<file path="src/rtl/q_frag_cfg_pkg.sv">
// ----------------------------------------------------------------------------
// q_frag_cfg_pkg
// Shared definitions for the q_frag_cfg logic-cell output stage:
//   - state_t          : configuration loader FSM states
//   - CFG_BITS_DEFAULT : default width of the mux-fragment inverter config word
//   - frame_len()      : serial frame length for a given config width
// Build option: define Q_FRAG_CFG_PARITY_EN to append one even-parity bit to
// every serial frame.
// ----------------------------------------------------------------------------
package q_frag_cfg_pkg;

    typedef enum logic [1:0] {
        ST_IDLE   = 2'd0,
        ST_SHIFT  = 2'd1,
        ST_FULL   = 2'd2,
        ST_COMMIT = 2'd3
    } state_t;

    localparam int CFG_BITS_DEFAULT = 4;

    // Serial frame length: the config word, plus a trailing parity bit when
    // parity checking is built in.
    function automatic int frame_len(input int cfg_bits);
`ifdef Q_FRAG_CFG_PARITY_EN
        return cfg_bits + 1;
`else
        return cfg_bits;
`endif
    endfunction

endpackage

</file>
<file path="src/rtl/q_frag_cfg_shift.sv">
// ----------------------------------------------------------------------------
// q_frag_cfg_shift
// Shadow shift register and bit counter for the serial configuration frame.
// Bits enter at the LSB and move up, so the first bit sent ends in the MSB.
// Ports:
//   clk      in   clock, rising edge
//   rst      in   synchronous active-high reset
//   shift_en in   shift si in and count it
//   clear    in   drop the shadow contents and zero the counter (wins over shift_en)
//   si       in   serial bit
//   shadow   out  FRAME-bit shadow register
//   last     out  the next accepted bit completes the frame
// ----------------------------------------------------------------------------
module q_frag_cfg_shift #(
    parameter int FRAME = 4
) (
    input  logic             clk,
    input  logic             rst,
    input  logic             shift_en,
    input  logic             clear,
    input  logic             si,
    output logic [FRAME-1:0] shadow,
    output logic             last
);

    localparam int CNT_W = $clog2(FRAME + 1);

    logic [CNT_W-1:0] count;

    // NOTE: clocked state is assigned with <= so every flop samples the
    // pre-edge values of its neighbours; = here would chain the shift.
    always_ff @(posedge clk) begin
        if (rst || clear) begin
            shadow <= '0;
            count  <= '0;
        end else if (shift_en) begin
            // Shift form rather than a slice so FRAME == 1 stays legal.
            shadow <= (shadow << 1) | FRAME'(si);
            count  <= count + CNT_W'(1);
        end
    end

    assign last = (count == CNT_W'(FRAME - 1));

endmodule

</file>
<file path="src/rtl/q_frag_cfg.sv">
// ----------------------------------------------------------------------------
// q_frag_cfg
// Registered output stage of a logic cell with a serially loaded
// configuration word for the upstream mux fragment inverters
// (CFG_Q bit0=XAS1, bit1=XAS2, bit2=XBS1, bit3=XBS2).
// Ports:
//   QCK       in   sole clock, rising edge
//   QRT       in   synchronous active-high reset
//   CZ        in   logic result from the upstream mux stage
//   QDI       in   direct data bypassing the logic
//   QDS       in   data select: 1 = QDI, 0 = CZ
//   QEN       in   capture enable
//   QST       in   synchronous set
//   CFG_SI    in   serial configuration bit (MSB first)
//   CFG_VALID in   CFG_SI is valid
//   CFG_READY out  a serial bit is accepted this cycle when CFG_VALID is high
//   CFG_LOAD  in   commit request
//   CFG_DONE  out  one-cycle pulse when a commit takes effect
//   CFG_ERR   out  one-cycle pulse when a commit is rejected
//   CFG_Q     out  active configuration word
//   QZ        out  registered cell output
// Build option: Q_FRAG_CFG_PARITY_EN adds a trailing even-parity bit to the
// frame; a frame with odd overall parity is rejected at CFG_LOAD.
// ----------------------------------------------------------------------------
module q_frag_cfg
    import q_frag_cfg_pkg::*;
#(
    parameter int                CFG_BITS = CFG_BITS_DEFAULT,
    parameter logic              QZ_INIT  = 1'b0,
    parameter logic [CFG_BITS-1:0] CFG_INIT = '0
) (
    input  logic                QCK,
    input  logic                QRT,
    input  logic                CZ,
    input  logic                QDI,
    input  logic                QDS,
    input  logic                QEN,
    input  logic                QST,
    input  logic                CFG_SI,
    input  logic                CFG_VALID,
    output logic                CFG_READY,
    input  logic                CFG_LOAD,
    output logic                CFG_DONE,
    output logic                CFG_ERR,
    output logic [CFG_BITS-1:0] CFG_Q,
    output logic                QZ
);

    localparam int FRAME = frame_len(CFG_BITS);

    state_t           state, state_next;
    logic [FRAME-1:0] shadow;
    logic             last;
    logic             shift_en;
    logic             clear;
    logic             parity_bad;
    logic             done_raw;
    logic             err_raw;

    // ------------------------------------------------------------------
    // Data register: reset, then set, then enabled capture, else hold.
    // ------------------------------------------------------------------
    always_ff @(posedge QCK) begin
        if (QRT) begin
            QZ <= QZ_INIT;
        end else if (QST) begin
            QZ <= 1'b1;
        end else if (QEN) begin
            QZ <= QDS ? QDI : CZ;
        end
    end

    // ------------------------------------------------------------------
    // Serial shadow register and bit counter.
    // ------------------------------------------------------------------
    q_frag_cfg_shift #(
        .FRAME (FRAME)
    ) u_shift (
        .clk      (QCK),
        .rst      (QRT),
        .shift_en (shift_en),
        .clear    (clear),
        .si       (CFG_SI),
        .shadow   (shadow),
        .last     (last)
    );

`ifdef Q_FRAG_CFG_PARITY_EN
    // Data plus parity bit must hold an even number of ones.
    assign parity_bad = ^shadow;
`else
    assign parity_bad = 1'b0;
`endif

    // ------------------------------------------------------------------
    // Loader FSM.
    // ------------------------------------------------------------------
    always_ff @(posedge QCK) begin
        if (QRT) begin
            state <= ST_IDLE;
        end else begin
            state <= state_next;
        end
    end

    // NOTE: every output of this block gets a default before the case, so
    // no path leaves a signal unassigned and no latch is inferred.
    always_comb begin
        state_next = state;
        CFG_READY  = 1'b0;
        shift_en   = 1'b0;
        clear      = 1'b0;
        done_raw   = 1'b0;
        err_raw    = 1'b0;
        unique case (state)
            ST_IDLE: begin
                // CFG_LOAD is ignored here: nothing to commit or reject.
                CFG_READY = 1'b1;
                if (CFG_VALID) begin
                    shift_en   = 1'b1;
                    state_next = last ? ST_FULL : ST_SHIFT;
                end
            end
            ST_SHIFT: begin
                CFG_READY = 1'b1;
                // A partial-frame commit wins over a coincident bit.
                if (CFG_LOAD) begin
                    clear      = 1'b1;
                    err_raw    = 1'b1;
                    state_next = ST_IDLE;
                end else if (CFG_VALID) begin
                    shift_en = 1'b1;
                    if (last) begin
                        state_next = ST_FULL;
                    end
                end
            end
            ST_FULL: begin
                if (CFG_LOAD) begin
                    if (parity_bad) begin
                        clear      = 1'b1;
                        err_raw    = 1'b1;
                        state_next = ST_IDLE;
                    end else begin
                        state_next = ST_COMMIT;
                    end
                end
            end
            ST_COMMIT: begin
                done_raw   = 1'b1;
                clear      = 1'b1;
                state_next = ST_IDLE;
            end
            default: begin
                state_next = ST_IDLE;
            end
        endcase
    end

    // A reset arriving in the same cycle aborts the commit or rejection, so
    // neither pulse may escape.
    assign CFG_DONE = done_raw & ~QRT;
    assign CFG_ERR  = err_raw  & ~QRT;

    // Active configuration word: only the COMMIT state writes it.
    always_ff @(posedge QCK) begin
        if (QRT) begin
            CFG_Q <= CFG_INIT;
        end else if (state == ST_COMMIT) begin
            CFG_Q <= shadow[FRAME-1 -: CFG_BITS];
        end
    end

endmodule

</file>
<file path="config.mk">
export PLATFORM = sky130hd
export DESIGN_NAME = q_frag_cfg
export DESIGN_NICKNAME = d
export VERILOG_FILES = /design/src/rtl/q_frag_cfg_pkg.sv /design/src/rtl/q_frag_cfg_shift.sv /design/src/rtl/q_frag_cfg.sv
export SDC_FILE = /design/constraint.sdc
export NUM_CORES = 1
export LEC_CHECK = 0
export CAP_MARGIN = 10
export CORE_AREA = 4 4 56 58
export DETAILED_ROUTE_END_ITERATION = 12
export DIE_AREA = 0 0 60 62
export HOLD_SLACK_MARGIN = 0.15
export PLACE_DENSITY = 0.49
export SYNTH_ARGS = -nofsm -noshare
export SYNTH_HDL_FRONTEND = slang
export SYNTH_SLANG_ARGS = --single-unit
export TNS_END_PERCENT = 20
</file>
<file path="constraint.sdc">
create_clock -name QCK -period 1.3 [get_ports QCK]
set_input_delay 0.195 -clock QCK [delete_from_list [all_inputs] [get_ports QCK]]
set_output_delay 0.195 -clock QCK [all_outputs]
set_load 0.03 [all_outputs]
</file>
==> out/results.txt, run 1 <==
area of the multi-input gates - 324 um2
peak supply drop - 0.286 mV
worst slew pin tran - 0.326 ns
# rows - 19
Power Density - 884 nW/um2
total core area - 2660 um2
Peak Freq - 791 MHz
1st-pass router iterations - 4
most frequent cells in the layout - a21oi_1, dfxtp_1, buf_4
vias per inst - 4.67
mapped cell area - 626 um2
Worst Hold Class - input pin to flip-flop
cell taking the most area after synthesis - dfxtp_1
slowest CP cell - dfxtp_2
reg2reg start - state[1]
Tot GR Track Use - 0.0969
I/O pins - 18
Max Buffers Root-to-Sink - 2
CP arrival - 1.07 ns
Period minus WS final - 1.26 ns
die area - 3720 um2
Final nets - 115
Switching Power - 0.217 mW
DR iter-0 viols - 17
combinational group share of total power - 0.163
H-tree depth - 1
Cell Int Power - 0.624 mW
syn_area_per_cell - 8.57 um2
post-synth net total - 85
CP endpoint kind - output pin
maxcap violations - 0
die extent in y - 62 um
Initial Util - 0.235
antenna violations before repair - 0
CP Buf/Inv Count - 2
layout cell share with drive strength beyond 1 - 0.257
WP data required - 1.11 ns
Fin. Hold Viols - 0
Placed Cells incl. Taps - 126
routed vias - 617
Remaining DRCs - 0
Layout fillers - 287
routed wire length - 1.53 mm
Switching Share - 0.258
FF+latch area - 285 um2
status - finished, final reports clean
Final WS setup - 0.0351 ns
root buf cell - clkbuf_4
part of the power in registers - 0.549
CP Cell Sequence - buf_8 -> nor3_4 -> buf_6
CTS buffer count - 3
Met1 Wirelength - 655 um
RSZ-0062 raised after global routing - true
crit-path max FO - 8
largest net degree at the start of global routing - 11
crit path kind - flip-flop to output pin
CTS sink count - 14
P&R area growth vs syn - 52.0%
crit path launch - state[1]
uppermost layer routed - met4
die width - 60 um
CTS tree - built
worst skew pair latency - 0.27 ns
vias in the first global route - 572
worst relative slew slack - 0.783
Distinct cells, synth - 23
detailed-route wire length per cell - 11.6 um
post-synthesis cell count - 73
number of buffers added on ports - 17
remaining antenna violation count - 0
first-pass GRT wire length - 2.66 mm
crit-path leading delay family - flip-flops
hold path startpoint - QRT
Worst path max stage delay - 0.34 ns
#FFs+latches synth - 14
post-route clock skew - 0.00126 ns
Layout Utilization - 0.357
Yosys top cell area share - 0.448
most common cell after layout, fill and taps aside - a21oi_1
RD Place Congestion - 0.793
leak pwr - 0.395 nW
met2 wire len - 754 um
period utilization - 0.973
Seq/Total Area, Yosys - 0.448
dpl ws - -0.164 ns
gr ovfl total - 0
design area - 951 um2
Worst-path clk slew - 0.08 ns
placed inst area - 871 um2
crit start category - flip-flop
Setup Viol. Count Final - 0
ranking of synthesized cells by area - dfxtp_1, a21oi_1, nand3_1
Yosys warnings - 0
ANT cells - 0
Tot Pwr - 0.841 mW
fin cells - 132
wire length on met3 - 99 um
fin. max-slew vios - 0
Clock power frac - 0.288
post-DP HPWL - 1.15 mm
[area by class of cell]
class | count | area share
repair buffers | 30 | 0.283
well taps | 31 | 0.0408
flip-flops and latches | 14 | 0.300
clock buffers | 3 | 0.0237
inverters | 3 | 0.0118
multi-input cells | 51 | 0.341
[Yosys cell counts]
cell type   n
buf_6       2
ha_1        2
nor2_1      1
clkbuf_1    1
nand3_1     9
buf_2       1
nand2_1     7
a21oi_1    13
o21ai_0     4
a311oi_1    2
or3_1       1
o2111ai_1   1
nand3b_1    1
o21ai_1     3
mux2i_1     1
buf_4       1
inv_1       3
nand2b_1    1
and2_4      1
nor3_1      2
nor2b_1     1
nand2b_4    1
dfxtp_1    14
[state kept, by name (all words and copies together), names as in the netlist]
name            flops
u_shift.count       3
CFG_Q               4
u_shift.shadow      4
QZ                  1
state               2
[routing by layer]
metal / track usage / vias up
met5: 0 / -
met4: 0.0570 / 0
met3: 0.0331 / 2
met2: 0.153 / 21
met1: 0.115 / 275
li1: - / 319
[final timing paths]
check	cells past startpoint	end	slack (ns)
setup / recovery	3	CFG_ERR	0.04
hold / removal	2	state[0]	0.27
setup reg to reg	6	u_shift.shadow[0]	0.06
hold reg to reg	2	CFG_Q[0]	0.45
[logic make-up (layout without fill, tap and decap cells)]
kind of cell | after synthesis | in the layout | synth area share
muxes | 1 | 1 | 0.0160
DFF | 14 | 14 | 0.448
buffers and inverters | 8 | 36 | 0.0800
and+or+nand+nor | 25 | 25 | 0.214
AOI/OAI and AO/OA | 23 | 23 | 0.202
adders and majority gates | 2 | 2 | 0.0400
[power by group through the flow]
stage | registers [mW] | logic, mW | clock network, mW
final | 0.461 | 0.137 | 0.242
after global routing | 0.464 | 0.151 | 0.270
after CTS | 0.459 | 0.132 | 0.253
after detailed placement | 0.468 | 0.134 | 0
after global placement | 0.468 | 0.135 | 0
after floorplan | 0.467 | 0.0696 | 0
[repair_timing]
action	4_1_cts	5_1_grt
gates resized for setup	12	12
pin swaps	0	1
hold buffers	0	0
buffers inserted	0	3
setup endpoints to repair	8	3
[worst register-to-register path, stage by stage (launching register included)]
cell and delay [ns]:
dfxtp_2 0.34, buf_8 0.13, buf_4 0.13, nand2b_4 0.14, buf_4 0.14, o21ai_0 0.16, a21oi_1 0.09
[per-stage QoR]
step | hold WS (ns) | setup TNS (ns)
after floorplan | 0.314 | 0
after global placement | 0.446 | -0.957
after detailed placement | 0.447 | -1.05
after CTS | 0.268 | 0
after global routing | 0.286 | -0.0179
final | 0.271 | 0
Power figures use the tool's default switching activity.
==> run 2, diff against run 1 <==
--- a/config.mk
+++ b/config.mk
@@ -10,7 +10,6 @@
 export DETAILED_ROUTE_END_ITERATION = 12
 export DIE_AREA = 0 0 60 62
 export HOLD_SLACK_MARGIN = 0.15
-export PLACE_DENSITY = 0.49
 export SYNTH_ARGS = -nofsm -noshare
 export SYNTH_HDL_FRONTEND = slang
 export SYNTH_SLANG_ARGS = --single-unit
==> out/results.txt, run 2 (synthesized netlist as in run 1, its figures left out) <==
status - finished, final reports clean
Worst-path clk slew - 0.09 ns (about the same)
Final WS setup - 0.0253 ns (-0.00982 ns)
RD Place Congestion - 0.734 (-7.5%)
die extent in y - 62 um (unchanged)
crit-path max FO - 8 (unchanged)
ANT cells - 0 (unchanged)
Setup TNS - 0 ns (unchanged)
dpl ws - -0.116 ns (+0.0485 ns)
CP endpoint kind - output pin
number of buffers added on ports - 17 (unchanged)
period utilization - 0.981 (+0.00756)
Tot GR Track Use - 0.0848 (-0.0121)
P&R area growth vs syn - 52.2%
RSZ-0062 raised after global routing - true
die area - 3720 um2 (unchanged)
1st-pass router iterations - 4 (unchanged)
Tot Pwr - 0.906 mW (+7.8%)
first-pass GRT wire length - 2.32 mm (-13%)
maxcap violations - 0 (unchanged)
worst slew pin tran - 0.320 ns (-0.00558 ns)
detailed-route wire length per cell - 11.3 um (-2.7%)
CTS tree - built
remaining antenna violation count - 0 (unchanged)
fin. max-slew vios - 0 (unchanged)
r2r setup slk - 0.05 ns (about the same)
die width - 60 um (unchanged)
Power Density - 952 nW/um2 (+7.6%)
Period minus WS final - 1.27 ns (+0.00982 ns)
routed vias - 605 (-1.9%)
Setup Viol. Count Final - 0 (unchanged)
Top Registers - CFG_Q: 4 flops, u_shift.shadow: 4 flops, u_shift.count: 3 flops
most frequent cells in the layout - a21oi_1, buf_4, dfxtp_1
gr ovfl total - 0 (unchanged)
hold path cells - 3 (+1)
Fin. Hold Viols - 0 (unchanged)
vias in the first global route - 571 (-0.17%)
Remaining DRCs - 0 (unchanged)
crit path kind - flip-flop to output pin
WP data required - 1.11 ns (about the same)
total core area - 2660 um2 (unchanged)
# rows - 19 (unchanged)
DR iter-0 viols - 17 (unchanged)
vias per inst - 4.55 (-2.7%)
post-DP HPWL - 1.18 mm (+2.3%)
leak pwr - 0.408 nW (+3.3%)
largest net degree at the start of global routing - 11 (unchanged)
antenna violations before repair - 0 (unchanged)
worst skew pair latency - 0.28 ns (about the same)
layout cell share with drive strength beyond 1 - 0.265 (+0.00728)
slowest CP cell - dfxtp_2
CTS sink count - 14 (unchanged)
Worst Hold Class - input pin to flip-flop
CP Cell Sequence - buf_6 -> nand2_4 -> nor2_1 -> buf_4
I/O pins - 18 (unchanged)
Max Buffers Root-to-Sink - 2 (unchanged)
Final nets - 115 (unchanged)
peak supply drop - 0.413 mV (+44%)
CTS buffer count - 3 (unchanged)
Initial Util - 0.235 (unchanged)
design area - 952 um2 (+0.13%)
root buf cell - clkbuf_4
Worst path max stage delay - 0.34 ns (about the same)
worst r2r path cells - 5 (-1)
Peak Freq - 784 MHz (-0.77%)
crit start category - flip-flop
post-route clock skew - 0.00332 ns (+0.00206 ns)
placed inst area - 878 um2 (+0.86%)
H-tree depth - 1 (unchanged)
worst relative slew slack - 0.787 (+0.00457)
CP arrival - 1.08 ns (about the same)
routed wire length - 1.50 mm (-2.0%)
[run 2: changes by cell type in the layout (fill, tap and decap cells not counted), moves of 2 or more]
| cell | delta |
|---|---|
| o21ai_1 | -2 |
| dlygate4sd2_1 | -2 |
| dlymetal6s2s_1 | +2 |
| o21ai_0 | +2 |
[run 2: repair_timing]
item | CTS | global route
buffers inserted | 0 | 2
endpoints found under the setup margin | 8 | 3
gates cloned | 0 | 0
hold buffers | 0 | 0
pin swaps | 0 | 1
resized for setup | 10 | 9
hold endpoints to repair | 0 | 0
[run 2: layout make-up]
cell class	instances	area, um2
fill	285	1710
multi-input combinational	51	317
sequential	14	285
timing repair buffer	30	264
tap	31	38.8
clock buffer	4	36.3
inverter	3	11.3
[run 2: metal layers]
metal  vias up  part of all wire  wire (um)  track usage
met5         -                 0          0            0
met4         0                 0          0       0.0570
met3         0             0.021         31       0.0145
met2         5              0.55        821        0.151
met1       281              0.43        645       0.0920
li1        319                 -          -            -
[run 2: final timing paths]
kind / startpoint / endpoint
min reg2reg: CFG_Q[1] / CFG_Q[1]
max reg2reg: state[1] / u_shift.count[0]
min: CFG_LOAD / state[0]
max: state[1] / CFG_DONE
[run 2: worst max-delay path, delay by kind of cell (launching register included)]
| kind | cells | cell delay, ns |
|---|---|---|
| AND/OR/NAND/NOR | 2 | 0.15 |
| buffers and inverters | 2 | 0.31 |
| flip-flops | 1 | 0.34 |
[run 2: metrics by stage]
stage / cells / hold WS (ns) / util
after floorplan: 73 / 0.314 / -
after global placement: 127 / 0.450 / 0.330
after detailed placement: 127 / 0.445 / 0.330
after CTS: 131 / 0.455 / 0.344
after global routing: 133 / 0.271 / 0.358
final: 133 / 0.258 / 0.358
[run 2: report_power, final]
part	total [mW]	internal [mW]	switching, mW
Clock	0.311	0.170	0.140
Combinational	0.137	0.0740	0.0628
Sequential	0.459	0.445	0.0141
